### config.mk
export PLATFORM = sky130hd
export DESIGN_NAME = ysyx_22040759_mem_arbiter
export DESIGN_NICKNAME = d
export VERILOG_FILES = /design/src/rtl/ysyx_22040759_mem_arbiter.sv
export SDC_FILE = /design/constraint.sdc
export NUM_CORES = 1
export LEC_CHECK = 0
export ABC_AREA = 1
export CAP_MARGIN = 10
export CORE_AREA = 4 4 210 212
export DETAILED_ROUTE_END_ITERATION = 10
export DIE_AREA = 0 0 214 216
export GPL_ROUTABILITY_DRIVEN = 0
export GPL_TIMING_DRIVEN = 0
export SYNTH_ARGS = -nofsm -noshare
export SYNTH_HDL_FRONTEND = slang
export SYNTH_SLANG_ARGS = --single-unit
### constraint.sdc
create_clock -name clk -period 1.6 [get_ports clk]
set_clock_uncertainty 0.1 [all_clocks]
set_input_delay 0.24 -clock clk [delete_from_list [all_inputs] [get_ports clk]]
set_output_delay 0.24 -clock clk [all_outputs]
set_load 0.05 [all_outputs]
### src/rtl/ysyx_22040759_mem_arbiter.sv
// ysyx_22040759_mem_arbiter
// Shares one memory port between the IF stage (read-only fetch) and the MEM stage
// (load/store). Only one transaction is outstanding at a time. MEM normally wins
// when both request, but IF is forced through after STARVE_MAX consecutive MEM wins
// that left IF waiting. A branch flush discards the response of an owned IF fetch
// while letting the memory side finish the transaction normally.

module ysyx_22040759_mem_arbiter #(
    parameter int AW         = 64,
    parameter int DW         = 64,
    parameter int STARVE_MAX = 4
) (
    input  logic            clk,
    input  logic            rst,

    // instruction fetch master
    input  logic            if_req,
    input  logic [AW-1:0]   if_addr,
    input  logic            if_flush,
    output logic            if_gnt,
    output logic            if_rvalid,
    output logic [DW-1:0]   if_rdata,

    // load/store master
    input  logic            mem_req,
    input  logic            mem_wen,
    input  logic [AW-1:0]   mem_addr,
    input  logic [DW-1:0]   mem_wdata,
    input  logic [DW/8-1:0] mem_wstrb,
    output logic            mem_gnt,
    output logic            mem_rvalid,
    output logic [DW-1:0]   mem_rdata,

    // shared memory port
    output logic            s_req,
    output logic            s_wen,
    output logic [AW-1:0]   s_addr,
    output logic [DW-1:0]   s_wdata,
    output logic [DW/8-1:0] s_wstrb,
    input  logic            s_ready,
    input  logic            s_rvalid,
    input  logic [DW-1:0]   s_rdata
);

    localparam int CW = $clog2(STARVE_MAX + 1);

    typedef enum logic [1:0] {
        ST_IDLE = 2'd0,
        ST_ADDR = 2'd1,
        ST_DATA = 2'd2
    } state_t;

    typedef enum logic {
        OWN_IF  = 1'b0,
        OWN_MEM = 1'b1
    } owner_t;

    state_t        state;
    state_t        state_nxt;
    owner_t        owner;
    logic [CW-1:0] starve_cnt;
    logic          drop;

    // Arbitration helpers, only meaningful while IDLE.
    logic          any_req;
    logic          starve_hit;
    logic          pick_mem;
    logic          launch;
    logic          done;

    assign any_req    = if_req | mem_req;
    assign starve_hit = (starve_cnt == CW'(STARVE_MAX));
    assign launch     = (state == ST_IDLE) & any_req;
    assign done       = (state == ST_DATA) & s_rvalid;

    // Read data is shared; the rvalid pulses alone decide who consumes it.
    assign if_rdata   = s_rdata;
    assign mem_rdata  = s_rdata;

    // Owner choice: MEM beats IF unless IF has already lost STARVE_MAX times in a row.
    always_comb begin
        pick_mem = 1'b0;
        if (mem_req && !(if_req && starve_hit)) begin
            pick_mem = 1'b1;
        end
    end

    // State register for the IDLE -> ADDR -> DATA transaction sequence.
    // NOTE: registers use non-blocking assignments so every flop samples pre-edge values.
    always_ff @(posedge clk) begin
        if (rst) begin
            state <= ST_IDLE;
        end else begin
            state <= state_nxt;
        end
    end

    // Next-state logic: advance on any request, on accept, and on the memory response.
    // NOTE: the default assignment first keeps every path driven, so no latch is inferred.
    always_comb begin
        state_nxt = state;
        case (state)
            ST_IDLE: if (any_req)  state_nxt = ST_ADDR;
            ST_ADDR: if (s_ready)  state_nxt = ST_DATA;
            ST_DATA: if (s_rvalid) state_nxt = ST_IDLE;
            default:               state_nxt = ST_IDLE;
        endcase
    end

    // Owner is latched when a transaction launches and stays locked until it completes.
    always_ff @(posedge clk) begin
        if (rst) begin
            owner <= OWN_IF;
        end else if (launch) begin
            owner <= pick_mem ? OWN_MEM : OWN_IF;
        end
    end

    // Starvation counter: counts MEM wins that left IF waiting, saturating at STARVE_MAX.
    always_ff @(posedge clk) begin
        if (rst) begin
            starve_cnt <= '0;
        end else if (launch) begin
            if (pick_mem && if_req) begin
                if (!starve_hit) begin
                    starve_cnt <= starve_cnt + CW'(1);
                end
            end else begin
                starve_cnt <= '0;
            end
        end
    end

    // Drop flag: a flush during an owned IF fetch suppresses that fetch's response.
    always_ff @(posedge clk) begin
        if (rst) begin
            drop <= 1'b0;
        end else if (state == ST_IDLE || done) begin
            drop <= 1'b0;
        end else if (if_flush && owner == OWN_IF) begin
            drop <= 1'b1;
        end
    end

    // Output decode: drive the memory port in ADDR and route gnt/rvalid pulses to the owner.
    always_comb begin
        s_req      = 1'b0;
        s_wen      = 1'b0;
        s_addr     = '0;
        s_wdata    = '0;
        s_wstrb    = '0;
        if_gnt     = 1'b0;
        mem_gnt    = 1'b0;
        if_rvalid  = 1'b0;
        mem_rvalid = 1'b0;

        case (state)
            ST_ADDR: begin
                s_req = 1'b1;
                if (owner == OWN_MEM) begin
                    s_wen   = mem_wen;
                    s_addr  = mem_addr;
                    s_wdata = mem_wdata;
                    s_wstrb = mem_wstrb;
                    mem_gnt = s_ready;
                end else begin
                    // Fetches are always reads with no byte strobes.
                    s_addr  = if_addr;
                    if_gnt  = s_ready;
                end
            end
            ST_DATA: begin
                if (s_rvalid) begin
                    if (owner == OWN_MEM) begin
                        mem_rvalid = 1'b1;
                    end else begin
                        // A flush landing in the response cycle also discards it.
                        if_rvalid = ~drop & ~if_flush;
                    end
                end
            end
            default: begin
            end
        endcase
    end

endmodule

# After elaboration in Yosys (flattened, before gate mapping)
# Index checks and enable logic that the tools add are counted.
[word_totals]
reg_bits = 7
in_bits = 272
[op_classes]
addsub = 1
eq_ne = 7
n_mux = 27
bitwise_logic = 7
reduce_logical = 10
[op_table]
columns = ["op", "count"]
rows = [
  ["$mux 64", 4],
  ["$mux 8", 2],
  ["$mux 1", 15],
  ["$ne 2x2->1 const B", 4],
  ["$mux 2", 3],
  ["$mux 3", 2],
  ["$pmux 2 s3", 1],
  ["$logic_and 1x1->1", 4],
  ["$add 3x1->3 const B", 1],
  ["$and 1x1->1", 3],
  ["$eq 3x3->1 const B", 1],
  ["$not 1->1", 3],
  ["$reduce_and 3->1", 1],
  ["$eq 2x1->1 const B", 1],
  ["$eq 2x2->1 const B", 1],
  ["$logic_not 2->1", 1],
  ["$reduce_and 2->1", 1],
  ["$reduce_or 2->1", 1],
  ["$logic_not 1->1", 1],
  ["$logic_or 1x1->1", 1],
  ["$or 1x1->1", 1],
]

# Longest topological paths before layout
# Gate-level depths: netlist of run 1.
[depth]
word_depth = 8
mapped_depth = 7

# Least setup slack after synthesis of run 1
# Ideal clock, no wire load.
[synth_timing]
path_type = "flip-flop to output port"
startpoint = "register owner"
endpoint = "output if_rvalid"
t_arrival_ns = 2.114
required_ns = 1.260
path_slack_ns = -0.854
path_stages_with_launch = 4
path_buffers = 2
path_cell_list = "dfxtp_1 -> buf_2 -> buf_2 -> nor4_1"
[synth_between]
elab_chain_cells = 3
[synth_rtl]
columns = ["item", "line_no", "rtl"]
rows = [
  ["start: declaration", "60", "owner_t owner;"],
  ["start signal: assignment", "115", "owner <= pick_mem ? OWN_MEM : OWN_IF;"],
  ["$mux 1", "174", "if (owner == OWN_MEM) begin"],
  ["$mux 1", "173", "if (s_rvalid) begin"],
  ["$mux 1", "157", "case (state)"],
  ["end: declaration", "21", "output logic if_rvalid,"],
]
# No other way between the ends.

# Worst setup path after layout of run 1
[layout_timing]
startpoint = "register owner"
endpoint = "output s_addr[37]"
[layout_between]
elab_chain_cells = 2
[layout_rtl]
columns = ["item", "line_no", "rtl"]
rows = [
  ["$mux 64", "160", "if (owner == OWN_MEM) begin"],
  ["$mux 64", "157", ""],
  ["end: declaration", "37", "output logic [AW-1:0] s_addr,"],
]
# No other way between the ends.

==> flow_metrics.env, run 1 <==
export IMPL_ant_nets=0
export IMPL_viasPerCell=3.34
export IMPL_pre_cts_slack_ns=-1.12
export IMPL_grt_pass1_vias=5680
export IMPL_synth_top_area_frac=0.311
export IMPL_root_buffer="clkbuf_16"
export IMPL_drv_slew=0
export IMPL_grt_max_degree=11
export IMPL_tightest_slew_ns=0.528
export IMPL_first_pass_iters=4
export IMPL_num_rows=75
export IMPL_synth_yosys_seq_area_share=0.0440
export IMPL_dieWidth_um=214
export IMPL_cts_sinks=7
export IMPL_route_vias_total=5422
export IMPL_yosys_cell_types_count=19
export IMPL_cts_buffer_depth=2
export IMPL_drc=0
export IMPL_setup_slack_ns=-0.230
export IMPL_grt_overflow=0
export IMPL_p_leak_nw=4.39
export IMPL_grt_first_pass_wirelength_um=35100
export IMPL_ys_seq_elements=7
export IMPL_synth_warning_count=0
export IMPL_dieArea_sq_mm=0.0462
export IMPL_synth_edf_count=0
export IMPL_dp_hpwl_um=20400
export IMPL_antenna_found_initial=1
export IMPL_fin_setup_tns_ns=-22.71
export IMPL_port_buffers=477
export IMPL_first_iter_violations=118
export IMPL_core_area_sq_mm=0.0419
export IMPL_peakVddDrop_mv=0.281
export IMPL_io_pins=542
export IMPL_crit_path_max_fanout=7
export IMPL_postSynthNetCount=842
export IMPL_yosysTopAreaCell="buf_4"
export IMPL_drt_wl_total_um=25100
export IMPL_clkTransAtPathRegs_ns=0.04
export IMPL_min_path_cells=3
export IMPL_fin_crit_sh=1.14
export IMPL_synth_area_top_cells="buf_4 31%, nand2_1 25%, a21oi_2 14%"
export IMPL_powerDensity_mw_per_mm2=509
export IMPL_setup_viol=140
export IMPL_h_tree_depth=1
export IMPL_rsz0062_at_grt="true"
export IMPL_syn_area_per_cell_sq_um=5.60
export IMPL_start_util=0.0759
export IMPL_cts_tree="built"
export IMPL_layout_drive_gt1_share=0.512
export IMPL_yosysMostFrequentCell="nand2_1"
export IMPL_die_height_um=216
export IMPL_nets=1356
export IMPL_clock_fmax_mhz=546
export IMPL_hp_class="in -> reg"
export IMPL_post_route_min_period_ns=1.83
export IMPL_end_kind="output port"
export IMPL_relSlewSlack=0.647
export IMPL_syn_cell_area_sq_mm=0.00318
export IMPL_async_flop_share=0
export IMPL_status="finished, violations left"
export IMPL_yosys_top_cells_count="216 x nand2_1, 132 x buf_4, 83 x nor2_1"
export IMPL_synth_ff_type="dfxtp_1"
export IMPL_reg2reg_depth=6
export IMPL_clkLatencyLatePin_ns=0.23
export IMPL_track_usage=0.0972
export IMPL_critPathArrivalTime_ns=1.49
export IMPL_maxCapViolCount=0
export IMPL_critPathKind="reg -> out"
export IMPL_hold_viol=0
export IMPL_critPathRequiredTime_ns=1.26
export IMPL_syn2layout_area_growth_pct=245
export IMPL_synth_cells=568
export IMPL_failed_checks="negative setup slack"
export IMPL_wl_per_cell_um=15.5
export IMPL_start_kind="flop"
export IMPL_num_fill_cells=4418
export IMPL_cts_buffers=3
registers in the layout, indices dropped and copies added, names as in the netlist:
signal / count
drop: 1
owner: 1
starve_cnt: 3
state: 2
report_power, final:
part           total, mW  internal [mW]  switching, mW
clock              0.423          0.331         0.0919
sequential         0.199          0.189         0.0105
combinational       4.97           2.21           2.77
total               5.59           2.73           2.87
stage by stage:
stage          total power [mW]  area (sq um)  std cells  utilization  hold slack (ns)
2_1_floorplan              2.80          3910        568            -            0.202
3_3_place_gp               4.30          9360       1584        0.223            0.412
3_5_place_dp               4.32          9360       1584        0.223            0.426
4_1_cts                    5.39         10500       1604        0.249            0.440
5_1_grt                    5.85         11000       1621        0.262            0.321
6_report                   5.59         11000       1621        0.262            0.291
cell type report:
class / instances / area [sq um] / share of cell area
sequential: 7 / 146 / 0.0133
tap: 539 / 674 / 0.0613
inverter: 14 / 70.1 / 0.00637
timing repair buffer: 509 / 5610 / 0.510
clock buffer: 4 / 78.8 / 0.00717
buffer: 166 / 1660 / 0.151
antenna: 1 / 2.50 / 0.000228
multi-input combinational: 381 / 2760 / 0.251
layout by cell type (no fill, tap or decap), types with 2 or more instances in the layout:
cell type,count
clkbuf_8,2
clkdlybuf4s50_1,334
nand2_2,45
nor2_1,8
o21ai_0,2
buf_16,12
a21oi_4,27
buf_8,38
inv_1,11
dfxtp_1,4
nor2_4,59
buf_4,146
nand2_1,154
clkbuf_16,11
nand2_4,17
buf_12,19
nand3_1,5
dfxtp_2,2
nor2_2,17
a21oi_2,37
buf_6,112
a21oi_1,3
ha_1,2
final timing paths:
path,start,end,slack (ns)
hold reg to reg,starve_cnt[2],starve_cnt[2],0.44
setup / recovery,owner,s_addr[37],-0.23
hold / removal,s_rvalid,state[1],0.29
setup reg to reg,owner,drop,0.24
worst max-delay path, cell delays in order (launching register included):
cell	delay, ns
dfxtp_2	0.32
buf_12	0.15
clkinv_8	0.06
buf_16	0.15
buf_8	0.14
nand2_2	0.07
a21oi_4	0.18
buf_6	0.18
metal layers:
layer  vias to the layer above  track usage  wire length (um)
met5                         -            0                 0
met4                         0       0.0346               826
met3                        28       0.0197              1540
met2                       297        0.181             13300
met1                      2443        0.110              9430
li1                       2654            -                 -
timing repair:
action / 4_1_cts / 5_1_grt
gates resized for setup: 1142 / 83
hold buffers: 0 / 0
cloned: 9 / 8
setup buffers: 7 / 9
pin swaps: 21 / 17
endpoints found under the setup margin: 142 / 142
cells by family (layout without fill, tap and decap cells):
| group | Yosys count | count (layout) | synth area share |
|---|---|---|---|
| simple gates | 310 | 310 | 0.373 |
| buf+inv | 180 | 693 | 0.407 |
| compound gates | 69 | 69 | 0.167 |
| flops | 7 | 7 | 0.0440 |
| fa+ha+maj | 2 | 2 | 0.00786 |
| other cells | 0 | 1 | 0 |
Power figures use the tool's default switching activity.
==> run 2, diff against run 1 <==
CAP_MARGIN = 20   (was 10)
==> results of run 2 <==
No change in the layout: final DEF, timing and power equal those of run 1.
==> run 3, diff against run 2 <==
SETUP_SLACK_MARGIN = 0.2   (was not set)
==> flow_metrics.env, run 3 (synthesis results as in run 1) <==
export IMPL_viasPerCell=3.34
export IMPL_dp_hpwl_um=20800
export IMPL_clkTransAtPathRegs_ns=0.04
export IMPL_grt_first_pass_wirelength_um=34300
export IMPL_multi_input_comb_area_sq_mm=0.00289
export IMPL_die_height_um=216
export IMPL_failed_checks="negative setup slack"
export IMPL_h_tree_depth=1
export IMPL_critPathCapture="s_addr[47]"
export IMPL_critPathRequiredTime_ns=1.26
export IMPL_track_usage=0.0939
export IMPL_cts_tree="built"
export IMPL_p_int_mw=2.51
export IMPL_drc=0
export IMPL_r2r_slack_ns=0.38
export IMPL_reg2reg_depth=6
export IMPL_hp_class="reg -> reg"
export IMPL_hold_viol=0
export IMPL_critPathKind="reg -> out"
export IMPL_end_kind="output port"
export IMPL_layout_drive_gt1_share=0.474
export IMPL_drt_wl_total_um=24900
export IMPL_postCtsHoldBufs=0
export IMPL_root_buffer="clkbuf_16"
export IMPL_syn2layout_area_growth_pct=245
export IMPL_layout_common_cells="207 x clkdlybuf4s50_1, 195 x nand2_1, 144 x buf_4"
export IMPL_antenna_found_initial=0
export IMPL_r2r_end="drop"
export IMPL_critPathArrivalTime_ns=1.55
export IMPL_num_fill_cells=4482
export IMPL_grt_pass1_vias=5795
export IMPL_io_pins=542
export IMPL_nets=1333
export IMPL_ant_nets=0
export IMPL_num_rows=75
export IMPL_largest_register_ffs=3
export IMPL_setup_viol=141
export IMPL_total_power_mw=5.39
export IMPL_power_switching_mw=2.88
export IMPL_drv_slew=0
export IMPL_power_combinational_fraction=0.883
export IMPL_tightest_slew_ns=0.529
export IMPL_cts_buffers=3
export IMPL_maxCapViolCount=0
export IMPL_status="finished, violations left"
export IMPL_final_common_cell="clkdlybuf4s50_1"
export IMPL_final_util=0.262
export IMPL_route_vias_total=5335
export IMPL_setup_slack_ns=-0.292
export IMPL_first_pass_iters=4
export IMPL_crit_start="state[0]"
export IMPL_seqCellArea_sq_um=144
export IMPL_core_area_sq_mm=0.0419
export IMPL_pwr_share_clk=0.080
export IMPL_start_util=0.0759
export IMPL_crit_path_max_fanout=10
export IMPL_powerDensity_mw_per_mm2=490
export IMPL_port_buffers=477
export IMPL_grt_max_degree=11
export IMPL_regMostFlops="starve_cnt"
export IMPL_post_route_min_period_ns=1.89
export IMPL_dieArea_sq_mm=0.0462
export IMPL_dieWidth_um=214
export IMPL_clock_fmax_mhz=529
export IMPL_grt_overflow=0
export IMPL_antennaDiodeCount=0
export IMPL_rsz0062_at_grt="true"
export IMPL_peakVddDrop_mv=0.448
export IMPL_p_leak_nw=5.18
export IMPL_p_seq_frac=0.037
export IMPL_first_iter_violations=102
export IMPL_start_kind="flop"
export IMPL_fin_setup_tns_ns=-30.43
export IMPL_cts_sinks=7
export IMPL_r2r_start="owner"
export IMPL_fin_crit_sh=1.18
export IMPL_clkLatencyLatePin_ns=0.23
export IMPL_cts_buffer_depth=2
export IMPL_wl_per_cell_um=15.6
export IMPL_relSlewSlack=0.647
export IMPL_switching_share=0.534
export IMPL_largest_registers="starve_cnt x3, state x2"
-- run 3: layer usage --
| metal | global-route usage | share of wire |
|---|---|---|
| met1 | 0.0981 | 0.35 |
| met2 | 0.187 | 0.55 |
| met3 | 0.0257 | 0.081 |
| met4 | 0.0188 | 0.023 |
| met5 | 0 | 0 |
-- run 3: worst min-delay path by stage --
stage	slack (ns)	cells past startpoint	end	startpoint
2_1_floorplan	0.20	1	state[0]	rst
3_3_place_gp	0.42	2	state[1]	state[1]
3_5_place_dp	0.41	2	state[1]	state[1]
4_1_cts	0.42	2	state[1]	state[1]
5_1_grt	0.46	2	state[1]	state[1]
6_report	0.42	2	state[1]	state[1]
-- run 3: worst max-delay path: stages (launching register included) --
cell and delay, ns:
dfxtp_2 0.32, inv_2 0.06, nor2_4 0.16, inv_6 0.08, buf_12 0.16, buf_12 0.17, a21oi_4 0.16, buf_6 0.18
-- run 3: final cells by class --
cell class	count	share of cell area
Buffer	166	0.141
Clock buffer	4	0.00718
Timing Repair Buffer	486	0.507
Sequential cell	7	0.0131
Tap cell	539	0.0614
Inverter	14	0.00638
Multi-Input combinational cell	381	0.263
-- run 3: power by group through the flow --
stage	clock network (mW)	logic [mW]	registers, mW
floorplan	0	2.77	0.199
global placement	0	4.28	0.200
detailed placement	0	4.31	0.201
CTS	0.434	4.54	0.199
global route	0.451	4.99	0.202
finish	0.428	4.76	0.201
-- run 3: timing repair --
action | CTS | global route
gates resized for setup | 994 | 291
setup endpoints to repair | 270 | 271
pin swaps | 0 | 12
setup buffers | 0 | 3
cloned | 1 | 5
-- run 3: stage by stage --
step	area, sq um	std cells	hold WS (ns)	setup WS [ns]
after global routing	11000	1597	0.461	-0.359
after detailed placement	9730	1584	0.414	-1.02
final	11000	1597	0.423	-0.292
after floorplan	4280	568	0.202	-0.155
after CTS	10000	1589	0.425	-0.307
after global placement	9730	1584	0.424	-1.01
